--- config.mk ---
export PLATFORM = sky130hd
export DESIGN_NAME = execute_cycle
export DESIGN_NICKNAME = d
export VERILOG_FILES = /design/src/rtl/execute_cycle_pkg.sv /design/src/rtl/execute_cycle_alu.sv /design/src/rtl/execute_cycle.sv
export SDC_FILE = /design/constraint.sdc
export NUM_CORES = 1
export LEC_CHECK = 0
export CAP_MARGIN = 15
export CELL_PAD_IN_SITES_DETAIL_PLACEMENT = 0
export CELL_PAD_IN_SITES_GLOBAL_PLACEMENT = 1
export CORE_ASPECT_RATIO = 0.75
export CORE_MARGIN = 2
export CORE_UTILIZATION = 34
export CTS_CLUSTER_DIAMETER = 40
export DETAILED_ROUTE_END_ITERATION = 10
export PLACE_DENSITY = 0.89
export SYNTH_ARGS = -nofsm -noshare
export SYNTH_HDL_FRONTEND = slang
export SYNTH_SLANG_ARGS = --single-unit
export TNS_END_PERCENT = 50
--- constraint.sdc ---
create_clock -name clk -period 9.05 [get_ports clk]
set_input_delay 1.81 -clock clk [delete_from_list [all_inputs] [get_ports clk]]
set_output_delay 1.81 -clock clk [all_outputs]
set_load 0.02 [all_outputs]
--- src/rtl/execute_cycle_pkg.sv ---
// Shared definitions for the EX stage: ALU opcodes and operand-forwarding selects.
package execute_cycle_pkg;

    localparam logic [2:0] ALU_ADD = 3'b000;
    localparam logic [2:0] ALU_SUB = 3'b001;
    localparam logic [2:0] ALU_AND = 3'b010;
    localparam logic [2:0] ALU_OR  = 3'b011;
    localparam logic [2:0] ALU_XOR = 3'b100;
    localparam logic [2:0] ALU_SLT = 3'b101;
    localparam logic [2:0] ALU_NOR = 3'b110;
    localparam logic [2:0] ALU_SLL = 3'b111;

    localparam logic [1:0] FWD_REG = 2'b00;
    localparam logic [1:0] FWD_WB  = 2'b01;
    localparam logic [1:0] FWD_MEM = 2'b10;

endpackage

--- src/rtl/execute_cycle_alu.sv ---
// Combinational ALU for the EX stage; all results wrap at DW bits.
module execute_cycle_alu
    import execute_cycle_pkg::*;
#(
    parameter int DW = 32
) (
    input  logic [DW-1:0] A,
    input  logic [DW-1:0] B,
    input  logic [2:0]    ALUControl,
    output logic [DW-1:0] Result,
    output logic          Zero
);

    always_comb begin
        Result = '0;
        case (ALUControl)
            ALU_ADD: Result = A + B;
            ALU_SUB: Result = A - B;
            ALU_AND: Result = A & B;
            ALU_OR:  Result = A | B;
            ALU_XOR: Result = A ^ B;
            // Signed compare, flag zero-extended into the full word
            ALU_SLT: Result = {{(DW-1){1'b0}}, ($signed(A) < $signed(B))};
            ALU_NOR: Result = ~(A | B);
            ALU_SLL: Result = A << B[4:0];
            default: Result = '0;
        endcase
    end

    assign Zero = (Result == '0);

endmodule

--- src/rtl/execute_cycle.sv ---
// EX pipeline stage: operand forwarding from MEM/WB, ALU, and the EX/MEM register.
module execute_cycle
    import execute_cycle_pkg::*;
#(
    parameter int DW = 32,
    parameter int AW = 5
) (
    input  logic          clk,
    input  logic          rst,
    input  logic          RegWriteE,
    input  logic          ALUSrcE,
    input  logic          MemWriteE,
    input  logic          ResultSrcE,
    input  logic [2:0]    ALUControlE,
    input  logic [DW-1:0] RD1_E,
    input  logic [DW-1:0] RD2_E,
    input  logic [DW-1:0] Imm_Ext_E,
    input  logic [AW-1:0] RD_E,
    input  logic [AW-1:0] RS1_E,
    input  logic [AW-1:0] RS2_E,
    input  logic [DW-1:0] PCPlus4E,
    input  logic          RegWriteW,
    input  logic [AW-1:0] RDW,
    input  logic [DW-1:0] ResultW,
    input  logic          FlushE,
    output logic          ZeroE,
    output logic          RegWriteM,
    output logic          MemWriteM,
    output logic          ResultSrcM,
    output logic [AW-1:0] RD_M,
    output logic [DW-1:0] ALUResultM,
    output logic [DW-1:0] WriteDataM,
    output logic [DW-1:0] PCPlus4M
);

    logic [1:0]    fwd_a, fwd_b;
    logic [DW-1:0] src_a, fwd_rd2, src_b, alu_result;

    logic          reg_write_q,   reg_write_d;
    logic          mem_write_q,   mem_write_d;
    logic          result_src_q,  result_src_d;
    logic [AW-1:0] rd_q,          rd_d;
    logic [DW-1:0] alu_result_q,  alu_result_d;
    logic [DW-1:0] write_data_q,  write_data_d;
    logic [DW-1:0] pc_plus4_q,    pc_plus4_d;

    function automatic logic [DW-1:0] fwd_mux(input logic [1:0] sel, input logic [DW-1:0] rf,
                                             input logic [DW-1:0] wb, input logic [DW-1:0] mem);
        case (sel)
            FWD_MEM: return mem;
            FWD_WB:  return wb;
            default: return rf;
        endcase
    endfunction

    // MEM wins over WB because it holds the younger write; r0 is hardwired zero
    always_comb begin
        fwd_a = FWD_REG;
        if (reg_write_q && rd_q != '0 && rd_q == RS1_E)
            fwd_a = FWD_MEM;
        else if (RegWriteW && RDW != '0 && RDW == RS1_E)
            fwd_a = FWD_WB;

        fwd_b = FWD_REG;
        if (reg_write_q && rd_q != '0 && rd_q == RS2_E)
            fwd_b = FWD_MEM;
        else if (RegWriteW && RDW != '0 && RDW == RS2_E)
            fwd_b = FWD_WB;
    end

    assign src_a   = fwd_mux(fwd_a, RD1_E, ResultW, alu_result_q);
    assign fwd_rd2 = fwd_mux(fwd_b, RD2_E, ResultW, alu_result_q);
    assign src_b   = ALUSrcE ? Imm_Ext_E : fwd_rd2;

    execute_cycle_alu #(.DW(DW)) u_alu (
        .A          (src_a),
        .B          (src_b),
        .ALUControl (ALUControlE),
        .Result     (alu_result),
        .Zero       (ZeroE)
    );

    // A flush turns the slot into an all-zero bubble
    always_comb begin
        reg_write_d  = RegWriteE;
        mem_write_d  = MemWriteE;
        result_src_d = ResultSrcE;
        rd_d         = RD_E;
        alu_result_d = alu_result;
        write_data_d = fwd_rd2;
        pc_plus4_d   = PCPlus4E;
        if (FlushE) begin
            reg_write_d  = 1'b0;
            mem_write_d  = 1'b0;
            result_src_d = 1'b0;
            rd_d         = '0;
            alu_result_d = '0;
            write_data_d = '0;
            pc_plus4_d   = '0;
        end
    end

    always_ff @(posedge clk or negedge rst) begin
        if (!rst) begin
            reg_write_q  <= 1'b0;
            mem_write_q  <= 1'b0;
            result_src_q <= 1'b0;
            rd_q         <= '0;
            alu_result_q <= '0;
            write_data_q <= '0;
            pc_plus4_q   <= '0;
        end else begin
            reg_write_q  <= reg_write_d;
            mem_write_q  <= mem_write_d;
            result_src_q <= result_src_d;
            rd_q         <= rd_d;
            alu_result_q <= alu_result_d;
            write_data_q <= write_data_d;
            pc_plus4_q   <= pc_plus4_d;
        end
    end

    assign RegWriteM  = reg_write_q;
    assign MemWriteM  = mem_write_q;
    assign ResultSrcM = result_src_q;
    assign RD_M       = rd_q;
    assign ALUResultM = alu_result_q;
    assign WriteDataM = write_data_q;
    assign PCPlus4M   = pc_plus4_q;

endmodule

Yosys cells after proc, flatten, opt, wreduce, memory -nomap -nowiden

Index checks and enable logic that the tools add are counted.
Widths: inputs -> output; s select.

Logic and storage cells: 55
Flip-flop bits (word level): 104
Bits of input ports: 191

Reduce and logical (&&, ||, !) cells: 10
Multiplexer cells: 15
Shifts and indexed selects: 1
Bitwise gates (word level): 4
$add $sub $neg: 2
Equality and inequality tests: 15
Order comparisons: 1

Operators by type and width:

| kind               | count |
|---|---|
| $pmux 32 s8        | 1 |
| $mux 32            | 4 |
| $pmux 32 s2        | 2 |
| $add 32x32->32     | 1 |
| $and 32x32->32     | 1 |
| $logic_not 32->1   | 1 |
| $lt 32x32->1       | 1 |
| $not 32->32        | 1 |
| $or 32x32->32      | 1 |
| $shl 32x5->32      | 1 |
| $sub 32x32->32     | 1 |
| $xor 32x32->32     | 1 |
| $eq 5x5->1         | 4 |
| $eq 3x3->1 const B | 4 |
| $reduce_bool 5->1  | 2 |
| $eq 3x2->1 const B | 2 |
| $logic_and 1x1->1  | 6 |
| $mux 1             | 5 |
| $mux 5             | 1 |
| $eq 2x1->1 const B | 2 |
| $eq 2x2->1 const B | 2 |
| $mux 2             | 2 |
| $eq 3x1->1 const B | 1 |
| $logic_not 3->1    | 1 |

Logic depth before layout (Yosys ltp)

Gate-level depths: netlist (run 1).

Word-level depth: 12
Mapped depth: 26

Hierarchy

Synthesis (run 1) repeated with hierarchy kept, for this count alone.

Cells, all modules: 1674
Area, all modules: 12971.2 um^2

By module, submodules not included:

| module            | sequential area each (um^2) | times used | cells an instance | area an instance (um^2) |
|---|---|---|---|---|
| execute_cycle_alu | 0.0                         | 1          | 1095              | 7465.9 |
| execute_cycle     | 2602.5                      | 1          | 579               | 5505.3 |

Worst setup path after synthesis (run 1)

OpenSTA, ideal clock, no wires.

Path type: input -> output
Start: input RDW[1]
End: output ZeroE
Path slack: -0.646 ns
Stages: 25
Arrival: 7.886 ns
Cell sequence: or4_4 o21ai_4 clkbuf_1 clkbuf_1 nor3_1 buf_1 buf_1 mux2i_1 o21ai_0 mux2_2 ha_1 clkbuf_1 nor4_1 nand2_1 nor4_1 and4_1 nor3_1 o21ai_0 a31oi_1 o31ai_1 a2111oi_0 nand2b_1 a31o_2 or4_1 nor4_2

Cells in the longest elaborated chain, start to end: 12
Elaborated cells on any way between the ends: 27
Those cells by class: 2 x add/sub; 1 x order compare; 6 x eq/ne; 1 x shift; 8 x mux; 4 x bitwise; 5 x reduce/logical

RTL lines:

| element                                                                 | line                    | source |
|---|---|---|
| start, declared                                                         | execute_cycle.sv:23     | `input logic [AW-1:0] RDW,` |
| parallel branches: the longest is 10 deep, another holds $sub 32x32->32 | --                      |  |
| $pmux 32 s8 (*)                                                         | execute_cycle_alu.sv:16 | `case (ALUControl)` |
| $logic_not 32->1 (*)                                                    | execute_cycle_alu.sv:30 | `assign Zero = (Result == '0);` |
| end, declared                                                           | execute_cycle.sv:26     | `output logic ZeroE,` |

Every way passes the cells marked *.

Worst setup path in the final report (run 1)

Start: input RegWriteW
End: output ZeroE

Cells in the longest elaborated chain, start to end: 11
Elaborated cells on any way between the ends: 24
Those cells by class: 2 x add/sub; 1 x order compare; 4 x eq/ne; 1 x shift; 8 x mux; 4 x bitwise; 4 x reduce/logical

RTL lines:

| element                                                                | line                                     | source |
|---|---|---|
| start, declared                                                        | execute_cycle.sv:22                      | `input logic RegWriteW,` |
| $logic_and 1x1->1 (*)                                                  | execute_cycle.sv:61, execute_cycle.sv:67 |  |
| parallel branches: the longest is 8 deep, another holds $sub 32x32->32 | --                                       |  |
| $pmux 32 s8 (*)                                                        | execute_cycle_alu.sv:16                  |  |
| $logic_not 32->1 (*)                                                   | execute_cycle_alu.sv:30                  |  |

Marked as above.

==> qor.yml, run 1 <==
status: "finished, violations left"
violations: "setup timing"
cts_max_level: 3
cp-start-kind: "input pin"
power_density_mw_per_mm2: 118
crit_arrival_ns: 7.34
coreArea_mm2: 0.0369
cp_max_fo: 10
synthArstFlopShare: 1.00
die_x_um: 227
gp_congestion: 1.05
cellLeakagePower_nw: 8.42
fin_total_pwr_mw: 2.39
crit_type: "in -> out"
fill_cells: 3393
grt_pass1_wl_um: 98100
ctsHoldBuffers: 0
syn_nets: 1963
rr_worst_depth: 24
final_antenna_net_count: 0
track_usage: 0.333
synthMuxAreaShare: 0.0778
drt-total-wl_um: 66400
hp-start: "ALUResultM[3]$_DFF_PN0_"
ir_worst_vdd_v: 0.0000776
dieHeight_um: 171
pin_count: 296
cts_sinks: 104
synth_compound_area_frac: 0.296
antenna_cells: 0
clock_skew_ns: 0.0107
relSlewSlack: 0.162
post-route-min-period_ns: 9.15
wire_per_inst_um: 24.2
avgSynthCellArea_um2: 7.59
dr.pass1.iters: 6
worst_slew_pin_slew_ns: 1.25
viasPerCell: 5.96
holdPathEnd: "WriteDataM[3]$_DFF_PN0_"
areaGrowthSynthToFinish_pct: 59.7
hp-class: "reg -> reg"
placed_area_mm2: 0.0184
end_kind: "primary output"
vias: 16300
synth_ff_type: "dfrtp_1"
critical_path_required_ns: 7.24
maxCapViolCount: 0
worst_hold_slack_ns: 0.621
setup_violations: 1
drive_above_1_share: 0.274
start_util: 0.344
num_rows: 61
drv_slew: 0
cts_tree: "done"
synth-adder-area-share: 0.0987
regToRegEndpoint: "ALUResultM[30]$_DFF_PN0_"
portBuffers: 295
grt_start_max_net_pins: 67
final_common_cell: "buf_4"
antenna_found_initial: 2
rr_startpoint: "RD_M[4]$_DFF_PN0_"
post-route-period-util: 1.01
synthCells: 1673
max_freq_mhz: 109
yosys.cell_types.count: 89
grt_pass1_vias: 15800
clk_latency_ns: 0.38
final_cell_area_mm2: 0.0203
finalHoldViolations: 0
num-nets-final: 2526
syn-cell-area_mm2: 0.0127
rsz0062_at_grt: "yes"
seq_area_frac_synth: 0.205
synthTopCellsByArea: "dfrtp_1 20%, ha_1 9.6%, o21ai_0 5.0%"
overflow: 0
synth_seq_cells: 104
fin_ws_ns: -0.0971
drc_errors: 0
die_area_mm2: 0.0389
finalSetupTns_ns: -0.0971
clk_pin_slew_ns: 0.07
yosys_warnings: 0
synth-simple-area-share: 0.219
yosysTopAreaCellShare: 0.205
final_cell_mix: "355 x buf_4, 278 x clkdlybuf4s50_1, 133 x nand2_1"
hpwl_um: 51500
synth-edff-count: 0
cts_made_buffers: 9
whs_path_depth: 2
cts.path.max_buffers: 2
cts_root_buf: "clkbuf_16"
synth_top_area_cell: "dfrtp_1"
synth-xor-area-share: 0.0310
drt_iter0_drc: 2119
regToRegSetupSlack_ns: 3.24
synth_top_family_by_area: "compound AO/OA/AOI/OAI gates"
worst max path at each step:
stage / slack, ns / from / to
floorplan: 0.009 / RDW[1] / ZeroE
global placement: -0.95 / RDW[3] / ZeroE
detailed placement: -1.09 / RS2_E[4] / ZeroE
CTS: -0.02 / RS2_E[2] / ZeroE
global route: -0.28 / RDW[0] / ZeroE
finish: -0.1 / RegWriteW / ZeroE
logic make-up after synthesis:
kind of cell,Yosys count
multiplexers,91
AO/OA/AOI/OAI,549
flip-flops,104
adder cells (fa/ha/maj),99
XOR/XNOR,45
buffers and inverters,227
AND/OR/NAND/NOR,558
layout make-up:
type                            instances  area, um^2  area share
Multi-Input combinational cell       1342       10300       0.506
Timing Repair Buffer                  676        6070       0.299
Sequential cell                       104        2600       0.128
Tap cell                              504         631      0.0311
Inverter                              103         389      0.0192
Clock buffer                            9         225      0.0111
Clock inverter                          7        93.8     0.00463
metrics by stage:
stage	setup WS, ns	std cells	util
6_report	-0.0971	2745	0.549
3_5_place_dp	-1.09	2689	0.497
5_1_grt	-0.285	2745	0.549
2_1_floorplan	0.00922	1673	-
3_3_place_gp	-0.948	2689	0.497
4_1_cts	-0.0208	2733	0.536
report_power, final:
| part | switching [mW] | total, mW | internal, mW |
|---|---|---|---|
| clock | 0.216 | 0.417 | 0.202 |
| combinational | 0.783 | 1.44 | 0.659 |
| sequential | 0.0295 | 0.529 | 0.499 |
critical path, cell delays in order:
cell,delay (ns)
clkdlybuf4s50_1,0.53
o21ai_4,0.10
buf_6,0.14
buf_8,0.15
o31a_4,0.37
o31ai_4,0.33
nand2_4,0.12
ha_4,0.20
fa_2,0.40
a21oi_2,0.16
o211ai_1,0.17
a31oi_4,0.22
o41a_1,0.30
o21ai_1,0.11
buf_4,0.16
o21a_4,0.22
a31oi_4,0.19
o31ai_4,0.09
a221o_1,0.34
nand2_1,0.09
nand3_2,0.11
or4_4,0.58
nor4_4,0.26
buf_4,0.18
cells in the mapped netlist (all sizes together) (10+ instances only):
cell type  count
a31oi         44
a311oi        10
o21ai        150
a211oi        19
nand2b        25
inv          102
nor2         120
nand3         51
o31ai         36
clkbuf        94
nor4          13
o221ai        13
ha            97
xnor2         33
o21bai        10
a221oi        19
nand2        138
dfrtp        104
nor2b         79
a221o         10
a21oi         80
o22ai         35
a22oi         24
nand4         31
xor2          12
mux2          39
buf           30
o211ai        18
mux2i         50
nor3          64
routing by layer:
metal / vias to the layer above / part of all wire / global-route usage
li1: 7299 / - / -
met5: - / 0 / 0
met4: 0 / 0.043 / 0.128
met2: 1029 / 0.44 / 0.528
met3: 180 / 0.10 / 0.0665
met1: 7839 / 0.41 / 0.445
flip-flops by register name, indices dropped and copies added, names as in the netlist:
name        count
PCPlus4M       32
WriteDataM     32
MemWriteM       1
ResultSrcM      1
RegWriteM       1
ALUResultM     32
RD_M            5
what timing repair did:
item | CTS | global route
buffers inserted | 25 | 11
gates cloned | 4 | 2
pin swaps | 59 | 37
endpoints found under the setup margin | 1 | 1
resized for setup | 196 | 70
Note: power is estimated with default switching activity, not from simulation.
==> run 2: changes to the inputs <==
- CORE_UTILIZATION: 34 -> 30
- PLACE_DENSITY: 0.89 -> 0.81
==> run 2 against run 1 <==
- utilization down 6.9 points
- global-route usage shrank 3.3 points
- register-to-register slack better by 0.24 ns
- clock power up 1%
- the flow still finishes with violations (setup timing)
==> qor.yml, run 2 (same netlist as run 1, synthesis figures left out) <==
status: "finished, violations left"
violations: "setup timing"
areaGrowthSynthToFinish_pct: 58.3
coreArea_mm2: 0.0419  # +13%
dp_cells: 2855  # +6.2%
grt_pass1_vias: 16000  # +1.4%
max_freq_mhz: 107  # -2.3%
cts_sinks: 104  # unchanged
num-nets-final: 2596  # +2.8%
cts_made_buffers: 9  # unchanged
hpwl_um: 54700  # +6.3%
vias: 16300  # unchanged
pin_count: 296  # unchanged
die_area_mm2: 0.0440  # +13%
portBuffers: 295  # unchanged
hp-start: "ALUResultM[3]$_DFF_PN0_"
clk_latency_ns: 0.38  # about the same
critical_path_required_ns: 7.24  # about the same
cellLeakagePower_nw: 8.54  # +1.4%
final_common_cell: "buf_4"
grt_pass1_wl_um: 101000  # +3.3%
die_x_um: 242  # +6.3%
drv_slew: 0  # unchanged
worst_hold_slack_ns: 0.650  # +0.0291 ns
post-route-period-util: 1.03  # +0.0235
post-route-min-period_ns: 9.36  # +0.213 ns
grt_start_max_net_pins: 63  # -6.0%
num_rows: 65  # +6.6%
fin_ws_ns: -0.310  # -0.213 ns
cts_max_level: 3  # unchanged
wire_per_inst_um: 23.5  # -2.7%
crit_type: "in -> out"
fill_cells: 4077  # +20%
gp_congestion: 1.04  # -0.17%
rsz0062_at_grt: "yes"
cp-start-kind: "input pin"
crit_start: "RDW[1]"
setup_violations: 1  # unchanged
cts.path.max_buffers: 2  # unchanged
end_kind: "primary output"
finalHoldViolations: 0  # unchanged
drt-total-wl_um: 67700  # +2.1%
cp_max_fo: 5  # -5
clk_pin_slew_ns: 0.09  # +0.02 ns
drc_errors: 0  # unchanged
post-route-util: 0.480  # -0.0690
cts_tree: "done"
start_util: 0.303  # -0.0406
power_density_mw_per_mm2: 119  # +0.80%
relSlewSlack: 0.173  # +0.0105
fin_cells: 2881  # +5.0%
final_cell_mix: "445 x buf_4, 284 x clkdlybuf4s50_1, 134 x nand2_1"
dieHeight_um: 182  # +6.3%
antenna_found_initial: 3  # +1
overflow: 0  # unchanged
crit_arrival_ns: 7.55  # +0.21 ns
rr_startpoint: "RD_M[1]$_DFF_PN0_"
ir_worst_vdd_v: 0.0000870  # +12%
viasPerCell: 5.67  # -4.7%
drive_above_1_share: 0.265  # -0.00872
track_usage: 0.299  # -0.0335
dr.pass1.iters: 5  # -1
worst_slew_pin_slew_ns: 1.23  # -0.0196 ns
drt_iter0_drc: 1597  # -25%
clock_skew_ns: 0.00914  # -0.00160 ns
maxCapViolCount: 0  # unchanged
cts_root_buf: "clkbuf_16"
hp-class: "reg -> reg"
final_antenna_net_count: 0  # unchanged
-- run 2: changes by cell type in the layout (fill, tap and decap cells not counted), sizes merged --
cell | before | now
buf | 389 | 456
clkdlybuf4s50 | 278 | 284
bufbuf | 4 | 0
diode | 0 | 1
dlygate4sd2 | 5 | 6
-- run 2: path summary, 6_finish.rpt --
path	cells past startpoint	endpoint	slack [ns]
min reg2reg	2	WriteDataM[3]$_DFF_PN0_	0.65
min	2	WriteDataM[3]$_DFF_PN0_	0.65
min in group asynchronous	1	WriteDataM[22]$_DFF_PN0_	1.43
max reg2reg	22	ALUResultM[30]$_DFF_PN0_	3.48
max	26	ZeroE	-0.31
max in group asynchronous	2	WriteDataM[28]$_DFF_PN0_	6.38
-- run 2: what timing repair did --
action	in CTS	in global routing
pin swaps	21	6
buffers inserted	9	1
endpoints found under the setup margin	1	1
gates resized for setup	100	17
hold buffers	0	0
-- run 2: metrics by stage --
step | power [mW] | setup TNS [ns] | setup WS [ns] | cell area, um^2
3_5_place_dp | 1.86 | -1.48 | -1.48 | 19200
4_1_cts | 2.35 | -0.0646 | -0.0646 | 20000
5_1_grt | 2.50 | -0.426 | -0.426 | 20100
6_report | 2.39 | -0.310 | -0.310 | 20100
3_3_place_gp | 1.86 | -1.47 | -1.47 | 19200
2_1_floorplan | 1.15 | 0 | 0.00922 | 12700
-- run 2: report_power, final --
| part | internal [mW] | total (mW) | switching, mW |
|---|---|---|---|
| logic | 0.666 | 1.43 | 0.769 |
| registers | 0.499 | 0.529 | 0.0298 |
| clock network | 0.201 | 0.423 | 0.222 |
| total | 1.37 | 2.39 | 1.02 |
-- run 2: cell type report --
type,count,area (um^2),area share
flip-flops and latches,104,2600,0.129
repair buffers,746,6370,0.317
clock buffers,9,225,0.0112
well taps,569,712,0.0354
inverters,103,389,0.0194
multi-input cells,1342,9710,0.483
diodes,1,2.50,0.000124
clock inverters,7,91.3,0.00454
-- run 2: layer usage --
layer  GRT usage  vias to the layer above  part of all wire
met5           0                        -                 0
met4       0.116                        0             0.042
met3      0.0618                      158             0.089
met2       0.476                      909              0.44
met1       0.398                     7852              0.43
li1            -                     7428                 -
-- run 2: critical path, stage by stage --
cell,delay [ns]
clkdlybuf4s50_1,0.43
or4_4,0.51
o21ai_4,0.27
buf_6,0.16
o31ai_1,0.10
a311oi_2,0.36
nand2b_1,0.24
buf_4,0.16
inv_4,0.03
ha_1,0.23
buf_4,0.15
nor3_1,0.21
nand2_2,0.19
a31oi_4,0.27
buf_4,0.18
o221ai_1,0.11
nand2_1,0.10
o221ai_1,0.12
a211o_1,0.33
a2111oi_4,0.37
o2111ai_2,0.19
nor4_4,0.24
buf_4,0.17
nand4_1,0.22
nor4_4,0.21
buf_4,0.19
==> run 3: changes to the inputs <==
- ABC_AREA: not set -> 1
- PLACE_DENSITY: 0.81 -> 0.84
==> run 3 against run 2 <==
- non-clock buffer count decreased by 290
- critical path type unchanged
- highest routed layer unchanged
- synthesized area shrank 0.47%
- global-route usage down 0.19 points
- register-to-register slack gained 0.68 ns
- clock skew is 0.0066 ns higher
- the flow now finishes without violations
- sequential cell count did not move
==> qor.yml, run 3 <==
drt_iter0_drc: 1580  # -1.1%
status: "finished, final reports clean"
cts_made_buffers: 9  # unchanged
clock_skew_ns: 0.0158  # +0.00664 ns
critical_path_required_ns: 7.24  # about the same
rr_startpoint: "RD_M[2]$_DFF_PN0_"
crit_type: "in -> out"
cts.path.max_buffers: 2  # unchanged
final_antenna_net_count: 0  # unchanged
fin_ws_ns: 0.233  # +0.543 ns
cts_tree: "done"
final_cell_mix: "383 x nand2_1, 297 x inv_1, 288 x clkdlybuf4s50_1"
areaGrowthSynthToFinish_pct: 39.2
portBuffers: 295  # unchanged
start_util: 0.302  # -0.000847
syn_nets: 2335  # +19%
place_ws_ns: -0.253  # +1.22 ns
regToRegSetupSlack_ns: 4.16  # +0.68 ns
vias: 15800  # -3.5%
synthArstFlopShare: 1.00  # unchanged
finalHoldViolations: 0  # unchanged
clk_latency_ns: 0.37  # about the same
maxCapViolCount: 0  # unchanged
cp_max_fo: 7  # +2
synth_top_area_cell: "dfrtp_1"
drt-total-wl_um: 66000  # -2.5%
finalSetupTns_ns: 0  # +0.310 ns
met1_usage: 0.423  # +0.0249
relSlewSlack: 0.274  # +0.101
whs_path_depth: 2  # unchanged
cts_root_buf: "clkbuf_16"
max_freq_mhz: 113  # +6.2%
hp-class: "reg -> reg"
num_rows: 65  # unchanged
dr.pass1.iters: 6  # +1
synth_ff_type: "dfrtp_1"
drive_above_1_share: 0.123  # -0.142
synthTopCellsByCount: "384 x nand2_1, 297 x inv_1, 274 x nor2_1, 245 x nand3_1, 120 x a21oi_1"
critPathMaxStageDelay_ns: 0.53  # +0.02 ns
cts_sinks: 104  # unchanged
gp_congestion: 0.996  # -4.7%
grt_busiest_layer: "met2"
drv_slew: 0  # unchanged
post-route-min-period_ns: 8.82  # -0.543 ns
dp_cells: 2971  # +4.1%
met2_usage: 0.470  # -0.00563
rr_worst_depth: 29  # +32%
coreArea_mm2: 0.0418  # -0.19%
grt_start_max_net_pins: 76  # +21%
synthCells: 2045  # +22%
synth_seq_cells: 104  # unchanged
synth.most_common_cell: "nand2_1"
use_met3: 0.0448  # -0.0169
hp-start: "ALUResultM[22]$_DFF_PN0_"
cp_slowest_cell: "clkdlybuf4s50_1"
end_kind: "primary output"
synth-edff-count: 0  # unchanged
die_area_mm2: 0.0438  # -0.46%
fin_cells: 2993  # +3.9%
clk_pin_slew_ns: 0.08  # about the same
dieHeight_um: 182  # -0.23%
avgSynthCellArea_um2: 6.18  # -19%
num-nets-final: 2709  # +4.4%
viasPerCell: 5.27  # -7.2%
cellLeakagePower_nw: 8.67  # +1.6%
crit_arrival_ns: 7.01  # -0.54 ns
power_density_mw_per_mm2: 119  # +0.33%
ir_worst_vdd_v: 0.000104  # +19%
overflow: 0  # unchanged
drc_errors: 0  # unchanged
final_common_cell: "nand2_1"
worst_slew_pin_slew_ns: 1.08  # -0.154 ns
yosysTopAreaCellShare: 0.206  # +0.000974
cp-start-kind: "input pin"
cts_max_level: 3  # unchanged
yosys.cell_types.count: 62  # -30%
yosys_warnings: 0  # unchanged
antenna_cells: 0  # -1
post-route-period-util: 0.974  # -0.0600
syn-cell-area_mm2: 0.0126  # -0.47%
seq_area_frac_synth: 0.206  # +0.000974
hpwl_um: 54300  # -0.79%
antenna_found_initial: 0  # -3
pin_count: 296  # unchanged
grt_pass1_vias: 15200  # -5.4%
holdPathEnd: "WriteDataM[22]$_DFF_PN0_"
synthTopCellsByArea: "dfrtp_1 21%, nand2_1 11%, nand3_1 9.7%"
die_x_um: 241  # -0.23%
regToRegEndpoint: "ALUResultM[30]$_DFF_PN0_"
worst_hold_slack_ns: 0.610  # -0.0399 ns
wire_per_inst_um: 22.1  # -6.2%
post-route-util: 0.421  # -0.0591
track_usage: 0.297  # -0.00194
setup_violations: 0  # -1
grt_pass1_wl_um: 97600  # -3.7%
[run 3: changes by cell type after synthesis, moves of 49 or more]
cell / before / now
nand2_1: 135 / 384
inv_1: 99 / 297
nand3_1: 51 / 245
nor2_1: 119 / 274
nor2b_1: 79 / 0
mux2i_1: 50 / 1
[run 3: critical path: cells and delay by family]
family          cells  cell delay (ns)
compound gates      9             1.80
simple gates       11             1.35
fa+ha+maj           1             0.34
buf+inv             8             1.46
xor+xnor            1             0.24
[run 3: per-layer routing]
metal	wire length (um)	vias up	share of wire
li1	-	7453	-
met1	29600	7449	0.45
met2	29500	784	0.45
met3	5450	81	0.083
met4	1510	0	0.023
met5	0	-	0
[run 3: area by class of cell]
type	count	area [um^2]
Fill cell	4538	24200
Multi-Input combinational cell	1536	8610
Timing Repair Buffer	456	4200
Sequential cell	104	2600
Inverter	312	1170
Tap cell	569	712
Clock buffer	10	239
Clock inverter	6	57.6
[run 3: report_power, final]
part           switching, mW  internal [mW]  total (mW)
combinational          0.714          0.447        1.16
clock                  0.210          0.202       0.412
sequential            0.0245          0.497       0.522
total                  0.949           1.15        2.10
[run 3: what timing repair did]
action / in CTS / in global routing
gates cloned: 0 / 0
setup endpoints to repair: 1 / 1
setup buffers: 0 / 6
hold buffers: 0 / 0
gates resized for setup: 6 / 56
pin swaps: 0 / 3
[run 3: logic make-up after synthesis]
family                   after synthesis  synth area share
flip-flops                           104             0.206
XOR/XNOR                              25            0.0173
multiplexers                           1          0.000792
AO/OA/AOI/OAI                        376             0.179
adder cells (fa/ha/maj)               99            0.0992
AND/OR/NAND/NOR                     1035             0.369
buffers and inverters                405             0.129
[run 3: worst max path at each step]
stage | from | end | slack (ns) | cells past startpoint
2_1_floorplan | RDW[4] | ZeroE | 1.57 | 26
3_3_place_gp | RS2_E[3] | ZeroE | -0.28 | 32
3_5_place_dp | RDW[3] | ZeroE | -0.25 | 33
4_1_cts | RDW[3] | ZeroE | 0.06 | 33
5_1_grt | RDW[1] | ZeroE | -0.0005 | 32
6_report | RS2_E[3] | ZeroE | 0.23 | 30
[run 3: metrics by stage]
| stage | total power [mW] | instance area (um^2) |
|---|---|---|
| 3_5_place_dp | 1.64 | 17100 |
| 5_1_grt | 2.22 | 17600 |
| 6_report | 2.10 | 17600 |
| 4_1_cts | 2.06 | 17400 |
| 3_3_place_gp | 1.64 | 17100 |
| 2_1_floorplan | 1.13 | 12600 |
